`config.mk`:
```
export PLATFORM = sky130hd
export DESIGN_NAME = cpu_halt_ctrl
export DESIGN_NICKNAME = d
export VERILOG_FILES = /design/src/rtl/cpu_halt_ctrl.sv
export SDC_FILE = /design/constraint.sdc
export NUM_CORES = 1
export LEC_CHECK = 0
export CORE_AREA = 2 2 73 68
export DETAILED_ROUTE_END_ITERATION = 7
export DIE_AREA = 0 0 75 70
export PLACE_DENSITY = 0.53
export SLEW_MARGIN = 15
export SYNTH_ARGS = -nofsm -noshare
export SYNTH_HDL_FRONTEND = slang
export SYNTH_HIERARCHICAL = 1
export SYNTH_SLANG_ARGS = --single-unit
```
`constraint.sdc`:
```
create_clock -name clk -period 2.6 [get_ports clk]
set_input_delay 0.52 -clock clk [delete_from_list [all_inputs] [get_ports clk]]
set_output_delay 0.52 -clock clk [all_outputs]
set_load 0.02 [all_outputs]
```
`src/rtl/cpu_halt_ctrl.sv`:
```
// cpu_halt_ctrl: debounced run/halt sequencer with CPU halt handshake; optional single-step build via SINGLE_STEP_EN
module cpu_halt_ctrl_debounce #(
  parameter int CYCLES = 16
) (
  input  logic clk,
  input  logic rst,
  input  logic raw,
  output logic press
);
  localparam int CW = $clog2(CYCLES + 1);
  logic s1_q, s2_q, db_q, db_old_q, press_q;
  logic db_d;
  logic [CW-1:0] cnt_q, cnt_d, inc;
  assign inc = cnt_q + CW'(1);
  // accept a new level only after it has disagreed with the debounced one for CYCLES samples
  always_comb begin
    db_d = (s2_q != db_q && inc == CW'(CYCLES)) ? s2_q : db_q;
    cnt_d = (s2_q == db_q || inc == CW'(CYCLES)) ? '0 : inc;
  end
  // synchroniser, debounce state and a registered rising-edge pulse
  always_ff @(posedge clk or posedge rst) begin
    if (rst) begin
      s1_q <= 1'b0;
      s2_q <= 1'b0;
      db_q <= 1'b0;
      db_old_q <= 1'b0;
      press_q <= 1'b0;
      cnt_q <= '0;
    end else begin
      s1_q <= raw;
      s2_q <= s1_q;
      db_q <= db_d;
      db_old_q <= db_q;
      press_q <= db_q & ~db_old_q;
      cnt_q <= cnt_d;
    end
  end
  assign press = press_q;
endmodule

module cpu_halt_ctrl #(
  parameter int DEBOUNCE_CYCLES = 16,
  parameter int ACK_TIMEOUT = 64,
  parameter int CNT_W = 8
) (
  input  logic clk,
  input  logic rst,
  input  logic halt_button,
  input  logic step_button,
  input  logic cpu_halt_ack,
  input  logic instr_retired,
  output logic cpu_halt_req,
  output logic cpu_run_en,
  output logic halted,
  output logic timeout_err,
  output logic [CNT_W-1:0] halt_count
);
  localparam int TW = (ACK_TIMEOUT > 2) ? $clog2(ACK_TIMEOUT) : 1;
`ifdef SINGLE_STEP_EN
  typedef enum logic [2:0] {RUN, HALT_REQ, HALTED, RESUME, STEP} state_t;
`else
  typedef enum logic [1:0] {RUN, HALT_REQ, HALTED, RESUME} state_t;
`endif
  state_t state_q, state_d;
  logic [TW-1:0] tcnt_q, tcnt_d;
  logic [CNT_W-1:0] halt_count_q, halt_count_d;
  logic halt_req_q, halt_req_d, run_en_q, run_en_d, halted_q, halted_d;
  logic timeout_err_q, timeout_err_d;
  logic halt_press, step_d;
  cpu_halt_ctrl_debounce #(.CYCLES(DEBOUNCE_CYCLES)) u_halt_db (
    .clk(clk), .rst(rst), .raw(halt_button), .press(halt_press)
  );
`ifdef SINGLE_STEP_EN
  logic step_press;
  cpu_halt_ctrl_debounce #(.CYCLES(DEBOUNCE_CYCLES)) u_step_db (
    .clk(clk), .rst(rst), .raw(step_button), .press(step_press)
  );
  assign step_d = (state_d == STEP);
`else
  logic unused_step;
  assign unused_step = ^{step_button, instr_retired};
  assign step_d = 1'b0;
`endif
  // next state, timeout counting, halt counting and sticky timeout flag
  always_comb begin
    state_d = state_q;
    tcnt_d = tcnt_q;
    halt_count_d = halt_count_q;
    timeout_err_d = timeout_err_q;
    case (state_q)
      RUN: if (halt_press) begin
        state_d = HALT_REQ;
        tcnt_d = '0;
      end
      HALT_REQ: if (cpu_halt_ack || tcnt_q == TW'(ACK_TIMEOUT - 1)) begin
        state_d = HALTED;
        halt_count_d = halt_count_q + CNT_W'(1);
        timeout_err_d = timeout_err_q | ~cpu_halt_ack;
      end else begin
        tcnt_d = tcnt_q + TW'(1);
      end
      HALTED: begin
        if (halt_press) state_d = RESUME;
`ifdef SINGLE_STEP_EN
        else if (step_press) state_d = STEP;
`endif
      end
      RESUME: state_d = RUN;
`ifdef SINGLE_STEP_EN
      STEP: if (instr_retired) state_d = HALTED;
`endif
      default: state_d = RUN;
    endcase
  end
  assign run_en_d = (state_d != HALTED);
  assign halt_req_d = (state_d == HALT_REQ) || step_d;
  assign halted_d = (state_d == HALTED) || step_d;
  // state and registered outputs; reset forces RUN with the CPU free to run
  always_ff @(posedge clk or posedge rst) begin
    if (rst) begin
      state_q <= RUN;
      tcnt_q <= '0;
      halt_count_q <= '0;
      timeout_err_q <= 1'b0;
      halt_req_q <= 1'b0;
      run_en_q <= 1'b1;
      halted_q <= 1'b0;
    end else begin
      state_q <= state_d;
      tcnt_q <= tcnt_d;
      halt_count_q <= halt_count_d;
      timeout_err_q <= timeout_err_d;
      halt_req_q <= halt_req_d;
      run_en_q <= run_en_d;
      halted_q <= halted_d;
    end
  end
  assign cpu_halt_req = halt_req_q;
  assign cpu_run_en = run_en_q;
  assign halted = halted_q;
  assign timeout_err = timeout_err_q;
  assign halt_count = halt_count_q;
endmodule

```
### Yosys cells after proc, flatten, opt, wreduce, memory -nomap -nowiden

Cells that the tools add are included.

* bitwise logic cells: 4
* eq/ne operators: 12
* reduce and logical (&&, ||, !) cells: 7
* multiplexer cells: 8
* $add $sub $neg: 3

Operators with widths (count)
* 2-to-1 mux 6 bit: 2
* case mux 6 bit (2 select lines): 1
* adder 8 x 1 -> 8 bit (second input constant): 1
* case mux 2 bit (4 select lines): 1
* adder 6 x 1 -> 6 bit (second input constant): 1
* == test 2 bit (second input constant): 3
* == test 6 bit (second input constant): 1
* 2-to-1 mux 2 bit: 3
* adder 5 x 1 -> 5 bit (second input constant): 1
* == test 5 bit (second input constant): 1
* 2-to-1 mux 5 bit: 1
* == test 2 x 1 -> 1 bit (second input constant): 2
* != test 2 bit (second input constant): 2
* AND reduction 3 bit: 1
* zero test 2 bit: 1
* logical OR 1 bit: 2
* != test 2 x 1 -> 1 bit (second input constant): 1
* inverter 1 bit: 2
* AND reduction 2 bit: 1
* nonzero test 2 bit: 1
* bitwise AND 1 bit: 1
* == test 1 bit: 1
* logical AND 1 bit: 1
* != test 1 bit: 1
* bitwise OR 1 bit: 1

* output and inout port bits: 12
* register bits after elaboration: 30
* input port bits: 6
* word-level logic and storage cells: 47

### Longest topological paths before layout

Gate-level depths: netlist of the first run.

* word-level depth: 5
* mapped depth: 5
* depth with buffers taken out: 5

### Hierarchy

Netlist of the first run, hierarchy kept.

Modules (own cells, without submodules)
* cpu_halt_ctrl: area an instance 924.6 µm², cells an instance 80, seq. area each 501.7 µm², instances 1
* cpu_halt_ctrl_debounce: area an instance 390.4 µm², cells an instance 32, seq. area each 250.2 µm², instances 1

### Worst setup path before layout of the first run

OpenSTA, ideal clock, no wires.

* kind: reg-to-reg
* start point: register tcnt_q[0]
* end point: register tcnt_q[4]
* data required time: 2.479 ns
* stages on the path, launching flop included: 6
* path slack: 1.122 ns
* arrival: 1.357 ns
* clock period less this slack: 1.478 ns
* library setup time: 0.121 ns
* path buffers: 0
* cell sequence: dfrtp_1 > ha_1 > nand4_2 > or4b_1 > a21oi_1 > nor2_1

* word-level cells in the longest chain between the ends: 4
* elaborated cells between the ends (all ways): 7
* classes of those cells: add/sub: 1; eq/ne: 2; mux: 2; reduce/logical: 2

RTL lines
* from (decl): line 65 `logic [TW-1:0] tcnt_q, tcnt_d;`
* from (signal assigned): line 130 `tcnt_q <= tcnt_d;`
* parallel branches: the longest is 4 deep, another holds adder 6 x 1 -> 6 bit

Several ways; the timed one is not identified. The select of a mux whose other input is x is not followed.
A chain may end at the register's enable or synchronous reset.

### Worst setup path in the final report of the first run

* start point: register run_en_q, in the netlist cpu_run_en
* end point: output port cpu_run_en

RTL lines
* from (decl): line 67 `logic halt_req_q, halt_req_d, run_en_q, run_en_d, halted_q, halted_d;`
* from (signal assigned): line 134 `run_en_q <= run_en_d;`
* to (decl): line 53 `output logic cpu_run_en,`

No word-level cell between the ends.

==> results_dict.tcl, run 1 <==
set metrics [dict create \
    grt_pass1_vias 872 \
    internal-power_mw 0.749 \
    status "finished clean" \
    hpwl_mm 1.61 \
    critPathArrivalTime_ps 1380 \
    p_leak_nw 0.758 \
    reg2reg_from "tcnt_q[0]" \
    syn_inst 112 \
    synth_area_leaders "dfrtp_1 55%, xnor2_1 5.3%, nand3_1 3.0%" \
    clkPwrFrac 0.462 \
    ys_ff_latch 30 \
    root_buffer "clkbuf_8" \
    finalHoldViolCount 0 \
    synth_fa_ha_area_frac 0.0285 \
    dpl.cell_count 191 \
    place.gp.congestion 0.722 \
    syn-num-nets 121 \
    dieArea_um2 5250 \
    pre_cts_slack_ps 594 \
    insertion_delay_ps 280 \
    cp_num_cells 1 \
    wire_per_inst_um 11.4 \
    cts_buffers 5 \
    clockBufferDepth 2 \
    portBuffers 15 \
    synth.yosys.seq_area_share 0.572 \
    seqPwrFrac 0.511 \
    r2r_cells 4 \
    synth_top_cell_by_area "dfrtp_1" \
    start_util 0.286 \
    drtIter0Drc 47 \
    mostFrequentLayoutCell "dfrtp_1" \
    route.detailed.drc 0 \
    setup_slack_ps 697 \
    period_minus_slack_ps 1900 \
    grt_pass1_wl_mm 4.01 \
    worstHoldEndpoint "u_halt_db/s2_q" \
    hold_depth 0 \
    reg2reg_to "halt_count[1]" \
    synth.area.mux_share 0.0247 \
    worst_clock_skew_ps 4.58 \
    pin_count 18 \
    max_freq_mhz 526 \
    reg2reg_setup_slack_ps 950 \
    slew_headroom 0.486 \
    clk_pin_slew_ps 60 \
    dr.pass1.iters 4 \
    worst-path-max-fanout 1 \
    holdWs_ps 347 \
    maxCapViolations 0 \
    crit_family "buffers and inverters" \
    layout.nets 142 \
    chipWidth_um 75 \
    cpPeakStageDelay_ps 600 \
    cts_resized 0 \
    coreArea_um2 4590 \
    cts.htree.levels 2 \
    crit_chain "clkdlybuf4s50_1" \
    p_switching_mw 0.186 \
    synth.avg_cell_area_um2 11.7 \
    num_vias 865 \
    synth_top_family_by_area "simple AND/OR/NAND/NOR gates" \
    syn2layout_area_growth_pct 25.7 \
    fin_cells 199 \
    swShare 0.199 \
    slew_viol_final 0 \
    antenna_left 0 \
    mostFrequentLayoutCells "29 x dfrtp_1, 15 x clkdlybuf4s50_1" \
    die_y_um 70 \
    tns_ps 0 \
    crit_path_start_kind "flop" \
    holdBufCountCts 0 \
    vdd_drop_max_uv 249 \
    track_usage 0.104 \
    gr-total-overflow 0 \
    antenna_found_initial 0 \
    cts_setup_buffers 0 \
    vias_per_cell 4.35 \
    synth_cell_types 37 \
    setup_violations 0 \
    rows 24 \
    critical_path_class "reg -> out" \
    crit_path_end_kind "primary output" \
    fin_crit_sh 0.732 \
    drive_above_1_share 0.119 \
    cpMaxStageDelayCell "clkdlybuf4s50_1" \
    synthesis.area_um2 1320 \
    p_per_area_nw_per_um2 566 \
    pwr-share-comb 0.027 \
    min_from "u_halt_db/s1_q" \
    timing.critical_path.from "cpu_run_en" \
    critical_path_buf_inv_count 1 \
    cts_num_sinks 30 \
    num_antenna_cells 0 \
    yosys.area_share.xor_xnor 0.0733 \
    grt_max_degree 21 \
    synth-simple-area-share 0.203 \
    total_power_mw 0.935 \
    yosys_warnings 6 \
    routed_wl_mm 2.26 \
    cp.required_ps 2080 \
    rsz0062_at_grt "no" \
    tightest_slew_ps 770 \
    hold_path.class "reg -> reg" \
    cts_tree "done" \
    synth_compound_area_frac 0.0790 \
    synth_top_area_share 0.552 \
]
-- logic make-up after synthesis --
logic type | Yosys count
simple gates | 44
flops | 30
compound gates | 14
xor+xnor | 11
buf+inv | 7
mux | 3
fa+ha+maj | 3
-- cells in the mapped netlist, drive strengths merged --
cell type,count
a21o,1
dfstp,1
nor3b,1
nor2b,1
nor2,8
o21ai,5
or2,2
and3,4
xnor2,8
nand3b,1
o211ai,2
clkbuf,1
nand2,6
and4,1
a21oi,3
nand4,3
xor2,3
nand2b,3
nand3,8
dfrtp,29
mux2i,1
or4b,1
nand4b,2
ha,3
o21bai,1
inv,6
a41o,1
mux2,2
and4b,1
and2,2
a41oi,1
-- flip-flops by register name, summed over array words and instances, names as in the netlist, 2 cells and up --
signal and count:
u_halt_db/cnt_q 5, state_q 2, halt_count 8, tcnt_q 6
-- how the worst max path moves through the flow --
| stage | end | slack [ps] |
|---|---|---|
| 6_report | cpu_run_en | 700 |
| 5_1_grt | cpu_run_en | 650 |
| 4_1_cts | cpu_run_en | 680 |
| 3_5_place_dp | tcnt_q[1] | 590 |
| 3_3_place_gp | tcnt_q[1] | 660 |
| 2_1_floorplan | tcnt_q[4] | 1120 |
-- final cells by class --
class                           count  area (µm²)
Multi-Input combinational cell     75         537
Clock buffer                        8         110
Fill cell                         485        2940
Tap cell                           65        81.3
Inverter                            6        22.5
Timing Repair Buffer               15         150
Sequential cell                    30         752
-- power groups by stage --
stage	registers, mW	clock network (mW)	logic [mW]
after CTS	0.478	0.449	0.0264
after floorplan	0.485	0	0.0159
final	0.478	0.432	0.0251
after global routing	0.479	0.474	0.0293
after detailed placement	0.486	0	0.0263
after global placement	0.486	0	0.0257
-- per-stage QoR --
step	utilization	instance area [µm²]
3_3_place_gp	0.336	1540
4_1_cts	0.360	1650
5_1_grt	0.360	1650
3_5_place_dp	0.336	1540
6_report	0.360	1650
2_1_floorplan	-	1320
-- layer usage --
layer	share of wire	vias up	GRT usage
met3	0.048	5	0.0476
met2	0.44	16	0.148
li1	-	428	-
met5	0	-	0
met1	0.48	416	0.127
met4	0.023	0	0.0595
(Power assumes the default switching activity.)
==> run 2, diff against run 1 <==
==> constraint.sdc (replaced) <==
create_clock -name clk -period 1.8 [get_ports clk]
set_input_delay 0.36 -clock clk [delete_from_list [all_inputs] [get_ports clk]]
set_output_delay 0.36 -clock clk [all_outputs]
set_load 0.02 [all_outputs]
==> run 2 against run 1 <==
Clock skew about the same. First-iteration DRC count up 13%. Worst setup slack worse by 620 ps. Combinational power up 49%. Sequential power up 45%. Cell count up 1.5%. Critical path depth unchanged. Via count up 2.5%. Critical endpoint unchanged.
==> results_dict.tcl, run 2 (synthesis results as in run 1) <==
set metrics [dict create \
    route.detailed.drc 0 \
    cp.required_ps 1440 \
    crit_chain "clkdlybuf4s50_1" \
    wire_per_inst_um 11.3 \
    mostFrequentLayoutCells "29 x dfrtp_1, 15 x clkdlybuf4s50_1, 8 x nand3_1, 8 x xnor2_1, 8 x nor2_1" \
    max_freq_mhz 580 \
    largest_register_ffs 8 \
    cpPeakStageDelay_ps 590 \
    tightest_slew_ps 512 \
    p_per_area_nw_per_um2 732 \
    rsz0062_at_grt "no" \
    chipWidth_um 75 \
    reg2reg_from "tcnt_q[0]" \
    rows 24 \
    dieArea_um2 5250 \
    slew_headroom 0.655 \
    seqCellArea_um2 752 \
    drive_above_1_share 0.124 \
    mostFrequentLayoutCell "dfrtp_1" \
    vias_per_cell 4.39 \
    clk_pin_slew_ps 60 \
    worst-path-max-fanout 1 \
    cts.htree.levels 2 \
    grt_pass1_wl_mm 3.91 \
    grt_max_degree 21 \
    cpMaxStageDelayCell "clkdlybuf4s50_1" \
    num_vias 887 \
    multiInputGateArea_um2 537 \
    tns_ps 0 \
    finalCoreUtilization 0.359 \
    place.gp.congestion 0.759 \
    num_antenna_cells 0 \
    total_power_mw 1.21 \
    cts_num_sinks 30 \
    routed_wl_mm 2.28 \
    finalHoldViolCount 0 \
    maxCapViolations 0 \
    root_buffer "clkbuf_8" \
    cts_resized 0 \
    cts_buffers 5 \
    insertion_delay_ps 270 \
    antenna_left 0 \
    crit_path_end_kind "primary output" \
    clockBufferDepth 2 \
    timing.critical_path.from "cpu_run_en" \
    critical_path_class "reg -> out" \
    critical_path_buf_inv_count 1 \
    min_from "u_halt_db/s1_q" \
    slew_viol_final 0 \
    cts_setup_buffers 0 \
    portBuffers 15 \
    setup_violations 0 \
    cts_tree "done" \
    pin_count 18 \
    dr.pass1.iters 4 \
    coreArea_um2 4590 \
    gr-total-overflow 0 \
    drtIter0Drc 53 \
    crit_family "buffers and inverters" \
    crit_path_start_kind "flop" \
    worst_clock_skew_ps 4.85 \
    p_leak_nw 0.759 \
    track_usage 0.0976 \
    start_util 0.286 \
    critPathArrivalTime_ps 1360 \
    antenna_found_initial 0 \
    fin_crit_sh 0.957 \
    grt_pass1_vias 877 \
    syn2layout_area_growth_pct 25.4 \
    vdd_drop_max_uv 479 \
    fill_cells 463 \
    hold_path.class "reg -> reg" \
    die_y_um 70 \
    status "finished clean" \
    hpwl_mm 1.66 \
    holdWs_ps 352 \
    layout.nets 146 \
    holdBufCountCts 0 \
    period_minus_slack_ps 1720 \
]
==> run 2: changes by cell type in the layout (fill, tap and decap cells not counted), sizes merged <==
cell / before / now
clkbuf: 8 / 7
buf: 0 / 4
==> run 2: final timing paths <==
path | to | slack [ps] | cells after the start
max | cpu_run_en | 80 | 1
min | u_halt_db/s2_q | 350 | 0
max reg2reg | tcnt_q[4] | 200 | 5
min reg2reg | u_halt_db/s2_q | 350 | 0
max in group asynchronous | cpu_run_en | 1090 | 3
min in group asynchronous | u_halt_db/s2_q | 380 | 2
==> run 2: area by class of cell <==
class                           instances  area share
Inverter                                6      0.0137
Sequential cell                        30       0.456
Timing Repair Buffer                   19       0.109
Tap cell                               65      0.0493
Clock buffer                            7      0.0463
Multi-Input combinational cell         75       0.325
==> run 2: power breakdown <==
part / internal, mW / total (mW) / switching (mW)
registers: 0.683 / 0.691 / 0.00799
logic: 0.0149 / 0.0375 / 0.0226
clock network: 0.265 / 0.479 / 0.214
==> run 2: through the flow <==
step,std cells,cell area [µm²],setup slack (ps)
3_5_place_dp,195,1570,75.4
5_1_grt,202,1650,39.7
6_report,202,1650,76.6
3_3_place_gp,195,1570,79.4
2_1_floorplan,112,1320,322
4_1_cts,202,1650,56.6
==> run 2: layer usage <==
metal / global-route usage / part of all wire / wire, µm
met1: 0.127 / 0.49 / 1110
met2: 0.142 / 0.48 / 1090
met3: 0.0390 / 0.033 / 75
met4: 0.0417 / 0 / 0
met5: 0 / 0 / 0
